==> src/rtl/saboteur_fi_ctrl_pkg.sv <==
// Shared definitions for the saboteur fault-injection controllers and benches.
// State encodings, saboteur control codes and default geometry.
package saboteur_fi_ctrl_pkg;

  typedef enum logic [2:0] {
    FI_IDLE   = 3'd0,
    FI_SHIFT  = 3'd1,
    FI_INJECT = 3'd2,
    FI_CLEAR  = 3'd3,
    FI_DONE   = 3'd4
  } fi_state_e;

  // Saboteur 2-bit control codes; a transient is any code with bit 1 set.
  localparam logic [1:0] SA0   = 2'b00;
  localparam logic [1:0] SA1   = 2'b01;
  localparam logic [1:0] TRANS = 2'b10;

  localparam int WIDTH_SR_DEF = 131;
  localparam int POS_W_DEF    = 8;
  localparam int DUR_W_DEF    = 16;

  function automatic logic is_trans(input logic [1:0] code);
    return code[1];
  endfunction

endpackage

==> src/rtl/saboteur_fi_ctrl_cnt.sv <==
// Loadable down-counter with zero flag; decrement saturates at zero.
// Load takes priority over decrement.
module saboteur_fi_ctrl_cnt #(
  parameter int W = 8
) (
  input  logic         clk,
  input  logic         rst_n,
  input  logic         load,
  input  logic [W-1:0] load_val,
  input  logic         dec,
  output logic [W-1:0] cnt,
  output logic         zero
);

  logic [W-1:0] cnt_reg;

  always_ff @(posedge clk or negedge rst_n) begin
    if (!rst_n) begin
      cnt_reg <= '0;
    end else if (load) begin
      cnt_reg <= load_val;
    end else if (dec && (cnt_reg != '0)) begin
      cnt_reg <= cnt_reg - W'(1);
    end
  end

  assign cnt  = cnt_reg;
  assign zero = (cnt_reg == '0);

endmodule

==> src/rtl/saboteur_fi_ctrl.sv <==
// Saboteur scan-chain sequencer: shifts a one/two-hot chain image, holds TFEn
// for the programmed window, optionally flushes the chain with zeros.
module saboteur_fi_ctrl
  import saboteur_fi_ctrl_pkg::*;
#(
  parameter int WIDTH_SR = 131,
  parameter int POS_W    = 8,
  parameter int DUR_W    = 16
) (
  input  logic             i_CLK_x,
  input  logic             i_RST_x,
  input  logic             i_start,
  input  logic [POS_W-1:0] i_pos,
  input  logic             i_dbl,
  input  logic [DUR_W-1:0] i_dur,
  input  logic             i_autoclr,
  input  logic             i_stop,
  output logic             o_SI,
  output logic             o_EN_SR,
  output logic             o_TFEn,
  output logic             o_busy,
  output logic             o_done,
  output logic             o_err
);

  localparam logic [POS_W-1:0] WIDTH_P = POS_W'(WIDTH_SR);
  localparam logic [POS_W-1:0] LAST_K  = POS_W'(WIDTH_SR - 1);
  localparam logic [POS_W:0]   WIDTH_X = (POS_W+1)'(WIDTH_SR);

  fi_state_e        state_reg, state_next;
  logic [POS_W-1:0] tgt_reg, tgt_next;
  logic             dbl_reg, dbl_next;
  logic             autoclr_reg, autoclr_next;
  logic             si_reg, si_next;
  logic             en_reg, en_next;
  logic             tfen_reg, tfen_next;
  logic             busy_reg, busy_next;
  logic             done_reg, done_next;
  logic             err_reg, err_next;

  logic             sh_load, sh_dec, sh_zero;
  logic [POS_W-1:0] sh_cnt;
  logic             dur_load, dur_dec, dur_zero;
  logic [DUR_W-1:0] dur_cnt;
  logic [POS_W:0]   pos_x;
  logic             pos_bad;
  logic             inj_end;

  // Shift/clear counter holds the number of shifts still to come after the
  // one currently on the outputs.
  saboteur_fi_ctrl_cnt #(.W(POS_W)) u_sh_cnt (
    .clk      (i_CLK_x),
    .rst_n    (i_RST_x),
    .load     (sh_load),
    .load_val (LAST_K),
    .dec      (sh_dec),
    .cnt      (sh_cnt),
    .zero     (sh_zero)
  );

  // Loaded with the raw duration at accept; zero while injecting means hold mode.
  saboteur_fi_ctrl_cnt #(.W(DUR_W)) u_dur_cnt (
    .clk      (i_CLK_x),
    .rst_n    (i_RST_x),
    .load     (dur_load),
    .load_val (i_dur),
    .dec      (dur_dec),
    .cnt      (dur_cnt),
    .zero     (dur_zero)
  );

  assign pos_x   = {1'b0, i_pos};
  assign pos_bad = (pos_x >= WIDTH_X) || (i_dbl && ((pos_x + (POS_W+1)'(1)) >= WIDTH_X));

  always_comb begin
    state_next   = state_reg;
    tgt_next     = tgt_reg;
    dbl_next     = dbl_reg;
    autoclr_next = autoclr_reg;
    si_next      = 1'b0;
    en_next      = 1'b0;
    tfen_next    = 1'b0;
    done_next    = 1'b0;
    err_next     = 1'b0;
    sh_load      = 1'b0;
    sh_dec       = 1'b0;
    dur_load     = 1'b0;
    dur_dec      = 1'b0;
    inj_end      = 1'b0;

    case (state_reg)
      FI_IDLE: begin
        if (i_start) begin
          if (pos_bad) begin
            err_next = 1'b1;
          end else begin
            state_next   = FI_SHIFT;
            // Target is the counter value one cycle before bit pos goes out.
            tgt_next     = WIDTH_P - i_pos;
            dbl_next     = i_dbl;
            autoclr_next = i_autoclr;
            sh_load      = 1'b1;
            dur_load     = 1'b1;
            en_next      = 1'b1;
            si_next      = (i_pos == '0);
          end
        end
      end

      FI_SHIFT: begin
        if (sh_zero) begin
          state_next = FI_INJECT;
          tfen_next  = 1'b1;
        end else begin
          sh_dec  = 1'b1;
          en_next = 1'b1;
          si_next = (sh_cnt == tgt_reg) ||
                    (dbl_reg && ((sh_cnt + POS_W'(1)) == tgt_reg));
        end
      end

      FI_INJECT: begin
        inj_end = i_stop || (!dur_zero && (dur_cnt == DUR_W'(1)));
        dur_dec = 1'b1;
        if (inj_end) begin
          if (autoclr_reg) begin
            state_next = FI_CLEAR;
            sh_load    = 1'b1;
            en_next    = 1'b1;
          end else begin
            state_next = FI_DONE;
            done_next  = 1'b1;
          end
        end else begin
          tfen_next = 1'b1;
        end
      end

      FI_CLEAR: begin
        if (sh_zero) begin
          state_next = FI_DONE;
          done_next  = 1'b1;
        end else begin
          sh_dec  = 1'b1;
          en_next = 1'b1;
        end
      end

      FI_DONE: begin
        state_next = FI_IDLE;
      end

      default: begin
        state_next = FI_IDLE;
      end
    endcase

    busy_next = (state_next != FI_IDLE);
  end

  always_ff @(posedge i_CLK_x or negedge i_RST_x) begin
    if (!i_RST_x) begin
      state_reg   <= FI_IDLE;
      tgt_reg     <= '0;
      dbl_reg     <= 1'b0;
      autoclr_reg <= 1'b0;
      si_reg      <= 1'b0;
      en_reg      <= 1'b0;
      tfen_reg    <= 1'b0;
      busy_reg    <= 1'b0;
      done_reg    <= 1'b0;
      err_reg     <= 1'b0;
    end else begin
      state_reg   <= state_next;
      tgt_reg     <= tgt_next;
      dbl_reg     <= dbl_next;
      autoclr_reg <= autoclr_next;
      si_reg      <= si_next;
      en_reg      <= en_next;
      tfen_reg    <= tfen_next;
      busy_reg    <= busy_next;
      done_reg    <= done_next;
      err_reg     <= err_next;
    end
  end

  assign o_SI    = si_reg;
  assign o_EN_SR = en_reg;
  assign o_TFEn  = tfen_reg;
  assign o_busy  = busy_reg;
  assign o_done  = done_reg;
  assign o_err   = err_reg;

endmodule

==> config.mk <==
export PLATFORM = sky130hd
export DESIGN_NAME = saboteur_fi_ctrl
export DESIGN_NICKNAME = d
export VERILOG_FILES = /design/src/rtl/saboteur_fi_ctrl_pkg.sv /design/src/rtl/saboteur_fi_ctrl_cnt.sv /design/src/rtl/saboteur_fi_ctrl.sv
export SDC_FILE = /design/constraint.sdc
export NUM_CORES = 1
export LEC_CHECK = 0
export BUFFER_PORTS_ARGS = -buffer_cell sky130_fd_sc_hd__buf_2
export CAP_MARGIN = 20
export CELL_PAD_IN_SITES_DETAIL_PLACEMENT = 0
export CELL_PAD_IN_SITES_GLOBAL_PLACEMENT = 1
export CORE_ASPECT_RATIO = 0.6
export CORE_MARGIN = 2
export CORE_UTILIZATION = 45
export DETAILED_ROUTE_END_ITERATION = 7
export PLACE_DENSITY = 0.89
export SYNTH_ARGS = -nofsm -noshare
export SYNTH_HDL_FRONTEND = slang
export SYNTH_SLANG_ARGS = --single-unit
==> constraint.sdc <==
create_clock -name i_CLK_x -period 4 [get_ports i_CLK_x]
set_input_delay 1.2 -clock i_CLK_x [delete_from_list [all_inputs] [get_ports i_CLK_x]]
set_output_delay 1.2 -clock i_CLK_x [all_outputs]
set_load 0.005 [all_outputs]
==> results.ini <==
[timing]
skew_ps=5.645
fin_setup_tns_ps=0
setup_ws_ps=960.3
slew_violations=0
fin_crit_sh_pct=75.99
rsz0062_at_grt=no
hold_viol=0
period_needed_ps=3040
max_freq_mhz=329.0
relSlewSlack_pct=64.77
setup_viol=0
tightest_slew_ps=528.4

[run]
cap_violations=0

[critical_path]
max_stage_delay_ps=440
r2r-start=u_dur_cnt.cnt[8]
worst_path_max_delay_cell=nor3_1
startpoint=i_pos[4]
cp-start-kind=input pin
crit_type=in -> reg
critPathCaptureType=flip-flop
reg2reg_depth=6
critPathRequiredTime_ps=4160
cp.arrival_ps=3200
worstPathMaxFanout=21
crit_chain=buf_2, nor3_1, nand2b_1, a211oi_1, a32oi_1, o21a_1, buf_4, a31oi_4, o211ai_1

[run_status]
status=finished clean

[grt]
grt-ovfl-total=0
grt_pass1_vias=2080
antenna_found_initial=0
grt_use_total_pct=19.47
grt_first_pass_wirelength_um=10410
grt_max_degree=44

[cts]
cts_resized=0
cts.sink_count=43
path_clk_slew_ps=80
postCtsSetupBuffers=0
cts_tree=built
clkLatencyLatePin_ps=300
cts_hold_buf=0
cts_buffers=5
clockRootBuffer=clkbuf_8
htreeDepth=2
clockBufferDepth=2

[drt]
met1_length_um=3353
avgViaCountPerCell=5.450
finalWirelength_um=6142
drc_errors=0
wl_met3_um=497
wl_per_cell_um=14.55
wl_met2_um=2228
ant_nets=0
vias=2300
highest_layer=met4
drt_first_pass_iters=5
drt_iter0_drc=187

[placement]
dpl_worst_slack_ps=676.7
place_congestion=0.8344
io_buffers=35
place_hpwl_um=4638

[synthesis]
yosys.area.top_type=dfrtp_1
ys_seq_elements=43
yosysWarnings=0
ys_seq_area_share_pct=39.14
synthCells=309
ys_top_cells_by_area=dfrtp_1 (39%), nand2_1 (6.0%), xnor2_1 (4.8%)
postSynth.asyncResetShare_pct=100.0
synth-edff-count=0
synth_area_per_cell_um2=8.896
synthesis.area_um2=2749
synth_cell_types=53
syn-num-nets=349
dominantRegCellSynth=dfrtp_1
yosys.area.top_type_share_pct=39.14

[floorplan]
die_w_um=104.9
coreArea_um2=5728
rows=21
die_area_um2=6770
ios=36
start_util_pct=47.99
die_y_um=64.54

[power]
p_comb_share_pct=8.8
switching_share_pct=25.20
seqPwrFrac_pct=56.8
switching_power_uw=201.2
ir_worst_vdd_mv=0.1277
p_per_area_nw_per_um2=257.4
p_clk_share_pct=34.4
intPower_uw=597.1
p_leak_nw=1.262

[layout]
largest_register_ffs=16
area_delta_synth_final_pct=12.84
mostFrequentLayoutCell=nand2_1
nFillCells=548
nNetsFinal=381
final_cell_mix=nand2_1 (44), dfrtp_1 (43), buf_2 (35)
regArea_um2=1076
multi_input_area_um2=1567
diodes=0
drive_gt1_share_pct=19.30

[min_path]
hold_class=reg -> reg
hold_depth=2
hp-start=dbl_reg

[per-layer routing]
metal	vias up	GRT usage, %
met2	105	23.46
met5	-	0
li1	1159	-
met3	7	4.225
met1	1029	32.91
met4	0	5.167
[through the flow]
step | hold slack [ps] | util, % | std cells | total power, mW | cell area [um2]
4_1_cts | 504.4 | 53.67 | 421 | 0.8007 | 3074
2_1_floorplan | 444.9 | - | 309 | 0.4928 | 2749
3_3_place_gp | 481.7 | 52.18 | 413 | 0.5291 | 2989
6_report | 503.3 | 54.15 | 422 | 0.7984 | 3102
5_1_grt | 538.1 | 54.15 | 422 | 0.8383 | 3102
3_5_place_dp | 485.7 | 52.18 | 413 | 0.5293 | 2989
[synthesized netlist by cell type (3+ instances only)]
master / number
nor2_1: 19
a21oi_1: 13
inv_1: 11
nor3b_1: 3
nand2_1: 44
nor4_1: 4
or3b_2: 3
and2_1: 8
or3_2: 3
ha_1: 10
nand3b_1: 3
nand4_1: 4
xor2_1: 12
o21ai_0: 22
dfrtp_1: 43
xnor2_1: 15
buf_2: 7
o22ai_1: 3
clkbuf_1: 7
o211ai_1: 6
a31oi_1: 3
nor3_1: 10
or3_1: 5
nand3_1: 15
[final cells by class]
type,count,share of cell area [%]
multi-input combinational,240,50.50
sequential,43,34.69
clock inverter,2,0.4034
tap,80,3.227
clock buffer,6,2.340
inverter,11,1.331
timing repair buffer,40,7.503
[final timing paths]
| path | end | slack (ps) |
|---|---|---|
| worst max-delay path | u_sh_cnt.cnt[1] | 960 |
| worst min-delay path | dbl_reg | 500 |
| worst max register to register | u_dur_cnt.cnt[3] | 1730 |
| worst min register to register | dbl_reg | 500 |
| max in group asynchronous | tgt_reg[1] | 2630 |
| min in group asynchronous | u_sh_cnt.cnt[2] | 880 |
[power by group through the flow]
stage | combinational [mW] | sequential [mW] | clock [mW]
2_1_floorplan | 0.0335 | 0.459 | 0
3_3_place_gp | 0.0668 | 0.462 | 0
3_5_place_dp | 0.0671 | 0.462 | 0
4_1_cts | 0.0673 | 0.454 | 0.280
5_1_grt | 0.0801 | 0.456 | 0.302
6_report | 0.0705 | 0.454 | 0.274
[critical path: cells and delay by family]
| kind | cells | cell delay (ps) |
|---|---|---|
| AOI/OAI and AO/OA | 5 | 1040 |
| buffers and inverters | 2 | 370 |
| and+or+nand+nor | 2 | 580 |
[kinds of logic (layout without fill, tap and decap cells)]
| kind of cell | count (synthesis) | after routing | synth area share [%] |
|---|---|---|---|
| and+or+nand+nor | 137 | 137 | 27.13 |
| AOI/OAI and AO/OA | 66 | 66 | 16.57 |
| DFF | 43 | 43 | 39.14 |
| xor gates and xnor gates | 27 | 27 | 8.603 |
| buffers and inverters | 26 | 59 | 4.006 |
| adders and majority gates | 10 | 10 | 4.552 |
Power figures use the tool's default switching activity.
